## config.mk

```make
export PLATFORM = sky130hd
export DESIGN_NAME = simple_run_ctrl
export DESIGN_NICKNAME = d
export VERILOG_FILES = /design/src/rtl/simple_run_pkg.sv /design/src/rtl/simple_run_ctrl.sv
export SDC_FILE = /design/constraint.sdc
export NUM_CORES = 1
export LEC_CHECK = 0
export BUFFER_PORTS_ARGS = -buffer_cell sky130_fd_sc_hd__buf_4
export CAP_MARGIN = 20
export CORE_ASPECT_RATIO = 1.4
export CORE_UTILIZATION = 23
export DETAILED_ROUTE_END_ITERATION = 8
export GPL_ROUTABILITY_DRIVEN = 0
export GPL_TIMING_DRIVEN = 0
export PLACE_DENSITY = 0.39
export SKIP_LAST_GASP = 1
export SLEW_MARGIN = 20
export SYNTH_ARGS = -nofsm -noshare
export SYNTH_HDL_FRONTEND = slang
export SYNTH_SLANG_ARGS = --single-unit
```

## constraint.sdc

```tcl
create_clock -name clk -period 3.4 [get_ports clk]
set_clock_uncertainty 0.05 [all_clocks]
set_input_delay 0.68 -clock clk [delete_from_list [all_inputs] [get_ports clk]]
set_output_delay 0.68 -clock clk [all_outputs]
set_load 0.02 [all_outputs]
```

## src/rtl/simple_run_pkg.sv

```systemverilog
// Shared types for the run sequencer: command opcodes and sequencer states.
package simple_run_pkg;

   typedef enum logic [1:0] {
      OP_NOP   = 2'd0,
      OP_START = 2'd1,
      OP_STOP  = 2'd2,
      OP_STEP  = 2'd3
   } run_op_e;

   typedef enum logic [2:0] {
      ST_IDLE  = 3'd0,
      ST_CLEAR = 3'd1,
      ST_RUN   = 3'd2,
      ST_GAP   = 3'd3,
      ST_DONE  = 3'd4
   } run_state_e;

endpackage

```

## src/rtl/simple_run_ctrl.sv

```systemverilog
// Run sequencer: one clear pulse, then len step pulses spaced gap idle cycles apart,
// then a done pulse. STOP aborts a run; STEP in IDLE issues a single stand-alone pulse.
module simple_run_ctrl #(
   parameter int unsigned LEN_W = 16,
   parameter int unsigned GAP_W = 4
) (
   input  logic             clk,
   input  logic             rst_n,
   input  logic             cmd_valid,
   output logic             cmd_ready,
   input  logic [1:0]       cmd_op,
   input  logic [LEN_W-1:0] cmd_len,
   input  logic [GAP_W-1:0] cmd_gap,
   output logic             dp_clr,
   output logic             dp_step,
   output logic             busy,
   output logic             done,
   output logic             aborted,
   output logic [LEN_W-1:0] steps_done
);
   import simple_run_pkg::*;

   localparam logic [LEN_W-1:0] LEN_ONE = LEN_W'(1);
   localparam logic [GAP_W-1:0] GAP_ONE = GAP_W'(1);

   run_state_e       state_q, state_d;
   logic [LEN_W-1:0] len_q, len_d;
   logic [LEN_W-1:0] steps_q, steps_d;
   logic [GAP_W-1:0] gap_q, gap_d;
   logic [GAP_W-1:0] cnt_q, cnt_d;
   logic             abort_q, abort_d;
   logic             istep_q, istep_d;
   run_op_e          op;
   logic             accept;

   assign op     = run_op_e'(cmd_op);
   assign accept = cmd_valid && cmd_ready;

   // Every output is a decode of registered state; only cmd_ready is looked at combinationally.
   assign cmd_ready  = (state_q == ST_IDLE) || (state_q == ST_RUN) || (state_q == ST_GAP);
   assign busy       = (state_q != ST_IDLE);
   assign dp_clr     = (state_q == ST_CLEAR);
   assign dp_step    = (state_q == ST_RUN) || istep_q;
   assign done       = (state_q == ST_DONE);
   assign aborted    = (state_q == ST_DONE) && abort_q;
   assign steps_done = steps_q;

   always_comb begin
      state_d = state_q;
      len_d   = len_q;
      gap_d   = gap_q;
      cnt_d   = cnt_q;
      abort_d = abort_q;
      istep_d = 1'b0;
      steps_d = dp_step ? steps_q + LEN_ONE : steps_q;

      unique case (state_q)
         ST_IDLE: begin
            if (accept && op == OP_START) begin
               len_d   = cmd_len;
               gap_d   = cmd_gap;
               steps_d = '0;
               abort_d = 1'b0;
               state_d = ST_CLEAR;
            end else if (accept && op == OP_STEP) begin
               istep_d = 1'b1;
            end
         end
         ST_CLEAR: begin
            abort_d = 1'b0;
            state_d = (len_q == '0) ? ST_DONE : ST_RUN;
         end
         ST_RUN: begin
            // A STOP landing on the final step still reports the run as aborted.
            if (accept && op == OP_STOP) begin
               abort_d = 1'b1;
               state_d = ST_DONE;
            end else if (steps_q + LEN_ONE == len_q) begin
               state_d = ST_DONE;
            end else if (gap_q != '0) begin
               cnt_d   = gap_q;
               state_d = ST_GAP;
            end
         end
         ST_GAP: begin
            if (accept && op == OP_STOP) begin
               abort_d = 1'b1;
               state_d = ST_DONE;
            end else if (cnt_q == GAP_ONE) begin
               state_d = ST_RUN;
            end else begin
               cnt_d = cnt_q - GAP_ONE;
            end
         end
         ST_DONE: state_d = ST_IDLE;
         default: state_d = ST_IDLE;
      endcase
   end

   always_ff @(posedge clk or negedge rst_n) begin
      if (!rst_n) begin
         state_q <= ST_IDLE;
         len_q   <= '0;
         gap_q   <= '0;
         cnt_q   <= '0;
         steps_q <= '0;
         abort_q <= 1'b0;
         istep_q <= 1'b0;
      end else begin
         state_q <= state_d;
         len_q   <= len_d;
         gap_q   <= gap_d;
         cnt_q   <= cnt_d;
         steps_q <= steps_d;
         abort_q <= abort_d;
         istep_q <= istep_d;
      end
   end

endmodule
```

Yosys cells after proc, flatten, opt, wreduce, memory -nomap -nowiden
Cells that the tools add are included.

storage, ports and cells
  word-level logic and storage cells = 69
  register bits after elaboration = 45
  input port bits = 25

cells by class
  multiplexer cells = 23
  $add $sub $neg = 2
  equality and inequality tests = 18
  reductions and logical operators = 19

operators with widths
  kind                   number
  $mux 16                3
  $mux 3                 7
  $mux 4                 5
  $add 16x1->16 const B  1
  $eq 16x16->1           1
  $logic_not 16->1       1
  $pmux 3 s4             1
  $ne 2x2->1 const B     4
  $pmux 4 s2             1
  $eq 3x2->1 const B     2
  $ne 2x1->1 const B     3
  $reduce_and 3->1       2
  $reduce_and 6->1       1
  $reduce_bool 3->1      2
  $logic_and 1x1->1      5
  $mux 1                 5
  $eq 2x2->1 const B     2
  $eq 4x1->1 const B     1
  $ne 4x1->1 const B     1
  $reduce_bool 4->1      1
  $sub 4x1->4 const B    1
  $eq 3x1->1 const B     1
  $eq 3x3->1 const B     1
  $logic_not 3->1        1
  7 further kinds        9

Logic depth before layout (Yosys ltp)
  depth in word-level cells = 8
  gate-level depth with buffers = 10

Worst setup path before layout
Ideal clock, no wire load.

  path type = reg-to-reg
  from = register steps_q[0], in the netlist steps_done[0]
  to = register cnt_q[0]
  path buffers = 1
  data required time = 3.228 ns
  arrival time = 2.613 ns
  slack = 0.615 ns
  cell stages (with the launch flop) = 11
  clock period less this slack = 2.785 ns
  cell sequence = dfrtp_1 -> ha_1 -> and3_1 -> buf_6 -> nand4_4 -> or4_1 -> a31o_1 -> a2111oi_4 -> and3_4 -> o21ai_2 -> a32o_1

between the ends
  word-level cells in the longest chain between the ends = 4

ends and longest elaborated chain
  what                        RTL line                text
  start: declaration          simple_run_ctrl.sv:28   logic [LEN_W-1:0] steps_q, steps_d;
  start signal: assignment    simple_run_ctrl.sv:114  steps_q <= steps_d;
  $add 16x1->16               simple_run_ctrl.sv:78   end else if (steps_q + LEN_ONE == len_q) begin
  $eq 16x16->1                simple_run_ctrl.sv:78
  $ne 2x2->1 (no line)        --
  $reduce_and 6->1 (no line)  --
  end signal: assignment      simple_run_ctrl.sv:113  cnt_q <= cnt_d;
  end: declaration            simple_run_ctrl.sv:30   logic [GAP_W-1:0] cnt_q, cnt_d;

No other way between the ends.
A chain may end at the register's enable or synchronous reset.

Worst setup path after layout
Same ends and word-level chain as after synthesis.

==> metrics <==
outcome finished clean; clk_lat worst skew 0.29 ns; crit-path max FO 8; drt pass-1 iters 4; vias in the first global route 2161; Worst Path Arrival 3.07 ns; clk buf depth 2; Synth Net Count 294; Top FF cell, synth dfrtp_1; Final Hold Viols 0; Synth cell types 48; synth warn 0; Lkg Pwr 1.40 nW; Root Buffer clkbuf_16; NetSw 0.00131 W; maxcap violations 0; share of cells above drive strength 1 27.5%; Die Y 129 um; total track usage 12.7%; Final Critical Period 2.93 ns; CTS tree built; placed inst area 3160 um^2; Async SR Flop Fraction 100%; Setup crit end kind register; worst slew pin tran 0.751 ns; slew margin rel. 49.7%; DRC violations left 0; Tcrit/Tclk final 86.3%; worst vdd ir 0.340 mV; Reg clk slew, reported paths 0.07 ns; initial DRC count 81; clock share of power 15.7%; initial antenna violation count 0; Hold WC Path Type in2async; CTS H-tree depth 2; RSZ-0062 raised after global routing false; cts hold-fix bufs 0; combinational share of power 48.0%; switch share 42.6%; post-synthesis sequential area ratio 42.6%; Routed Antenna Nets 0; critical path class reg2reg; Finished Cell Area 3310 um^2; Req. time, crit path 3.53 ns; IO buf count 46; Yosys reg bits 45; # clock sinks 45; Setup-failing EPs final 0; I/O pins 47; Die ar. 11900 um^2; Die Wd 92.6 um; Int Power 0.00176 W; row cnt 45; CTS Buf Count 5; Initial Utilization 23.9%; Mapped Cells 266; total grt overflow 0; Final HPWL DP 5330 um; Core Area 11000 um^2; # resized after CTS 0; Vias 2087; post-CTS setup repair buffer count 0; vias per cell 4.53; startpoint types register; Antenna Cells 0; f_max 341 MHz; global-route wire length before repair 11700 um; Post-synth EDFFs 0; Pins Over Slew Limit 0; setup_tns 0 ns; Area growth syn-to-layout 25.1%; Total Wirelength 6930 um; Reg power frac 36.2%; largest net degree at the start of global routing 46; Avg Inst Size Synth 9.93 um^2; routed length per placed instance 15.0 um; Power Density 930 nW/um^2; Post-Syn Area 2640 um^2; Layout Nets 347
## routing by layer
layer | global-route usage, % | share of wire, % | vias to the layer above
met5 | 0 | 0 | -
met4 | 5.33 | 2.1 | 0
met3 | 2.60 | 3.1 | 10
met2 | 23.1 | 54 | 35
met1 | 14.4 | 41 | 999
li1 | - | - | 1043
## power groups by stage
stage	registers (W)	logic, W	clock network, W
finish	0.00111	0.00148	0.000484
global route	0.00117	0.00164	0.000525
CTS	0.00112	0.00150	0.000507
detailed placement	0.00113	0.00149	0
global placement	0.00113	0.00148	0
floorplan	0.00114	0.000965	0
## sequential cells by signal (all words and copies together) (netlist names)
signal,flops
len_q,16
steps_done,16
cnt_q,4
gap_q,4
state_q,3
abort_q,1
istep_q,1
## Yosys cell counts (2+ instances only)
cell / n / area share (%)
inv_1: 10 / 1.4
dfrtp_1: 45 / 43
buf_6: 2 / 0.85
o21bai_1: 2 / 0.57
mux2i_1: 3 / 1.1
and3_4: 2 / 0.85
a211o_1: 2 / 0.66
nor3_1: 7 / 1.3
and2_2: 2 / 0.57
nor2b_1: 2 / 0.47
xor2_1: 17 / 5.6
mux2_2: 20 / 8.5
nand2_1: 12 / 1.7
or4_1: 2 / 0.57
o21ai_0: 8 / 1.5
xnor2_1: 16 / 5.3
clkbuf_1: 5 / 0.71
or3_1: 3 / 0.71
and2_1: 4 / 0.95
and3_1: 2 / 0.47
nor4_1: 6 / 1.4
ha_1: 3 / 1.4
a21oi_1: 8 / 1.5
nand4_1: 8 / 1.9
a31o_1: 2 / 0.66
o21a_1: 2 / 0.57
nand2b_1: 2 / 0.47
nor2_1: 32 / 4.5
nand3_1: 16 / 3.0
a2bb2oi_1: 3 / 0.99
## cell families (layout without fill, tap and decap cells)
family / Yosys count / count (layout) / share of synthesized area, %
fa+ha+maj: 3 / 3 / 1.42
buf+inv: 20 / 74 / 3.50
compound gates: 35 / 35 / 10.1
mux: 23 / 23 / 9.66
simple gates: 107 / 107 / 21.8
xor+xnor: 33 / 33 / 10.9
flops: 45 / 45 / 42.6
## layout make-up
cell class / instances / area [um^2]
buffer: 10 / 55.1
clock buffer: 5 / 125
clock inverter: 3 / 17.5
fill: 1213 / 7730
inverter: 10 / 37.5
multi-input combinational: 201 / 1420
sequential: 45 / 1130
tap: 141 / 176
timing repair buffer: 46 / 345
## path summary, 6_finish.rpt
kind | slack [ns] | endpoint | from | cells after the start
max reg2reg | 0.47 | cnt_q[0] | steps_done[0] | 10
max | 0.47 | cnt_q[0] | steps_done[0] | 10
max in group asynchronous | 2.53 | len_q[3] | rst_n | 1
min reg2reg | 0.49 | abort_q | abort_q | 1
min in group clk | 0.49 | abort_q | abort_q | 1
min | 0.34 | abort_q | rst_n | 1
## placed cells by master, fill, tap and decap left out, types with 2 or more instances in the layout
cell and n:
nand2b_1 2, or4_1 2, nand4_1 8, and2_2 2, nor3_1 7, o21bai_1 2, inv_1 10, a2bb2oi_1 3
nand3_1 16, dfrtp_1 45, nand2_1 12, or3_1 3, and3_1 2, and3_4 2, a21oi_1 8, mux2i_1 3
and2_1 4, clkbuf_16 5, nor2b_1 2, xnor2_1 16, o21a_1 2, mux2_2 20, clkinv_2 2, ha_1 3
a31o_1 2, a211o_1 2, xor2_1 17, buf_6 2, o21ai_0 8, nor4_1 6, buf_4 46, nor2_1 32
clkbuf_1 5
## stage by stage
| step | hold slack (ns) | utilization (%) | instances | worst slack (ns) | total power, W |
|---|---|---|---|---|---|
| after global placement | 0.487 | 28.7 | 453 | 0.398 | 0.00261 |
| after floorplan | 0.334 | - | 266 | 0.615 | 0.00210 |
| final | 0.345 | 30.0 | 461 | 0.467 | 0.00308 |
| after CTS | 0.367 | 30.0 | 461 | 0.374 | 0.00312 |
| after detailed placement | 0.476 | 28.7 | 453 | 0.406 | 0.00262 |
| after global routing | 0.385 | 30.0 | 461 | 0.0593 | 0.00333 |
## critical path, cell delays in order, from the launching register on
cell and delay, ns:
dfrtp_1 0.50, ha_1 0.28, and3_1 0.19, buf_6 0.14, nand4_4 0.11, or4_1 0.41, a31o_1 0.23, a2111oi_4 0.28
and3_4 0.27, o21ai_2 0.12, a32o_1 0.24
No activity file was read; power rests on OpenSTA's default activity.
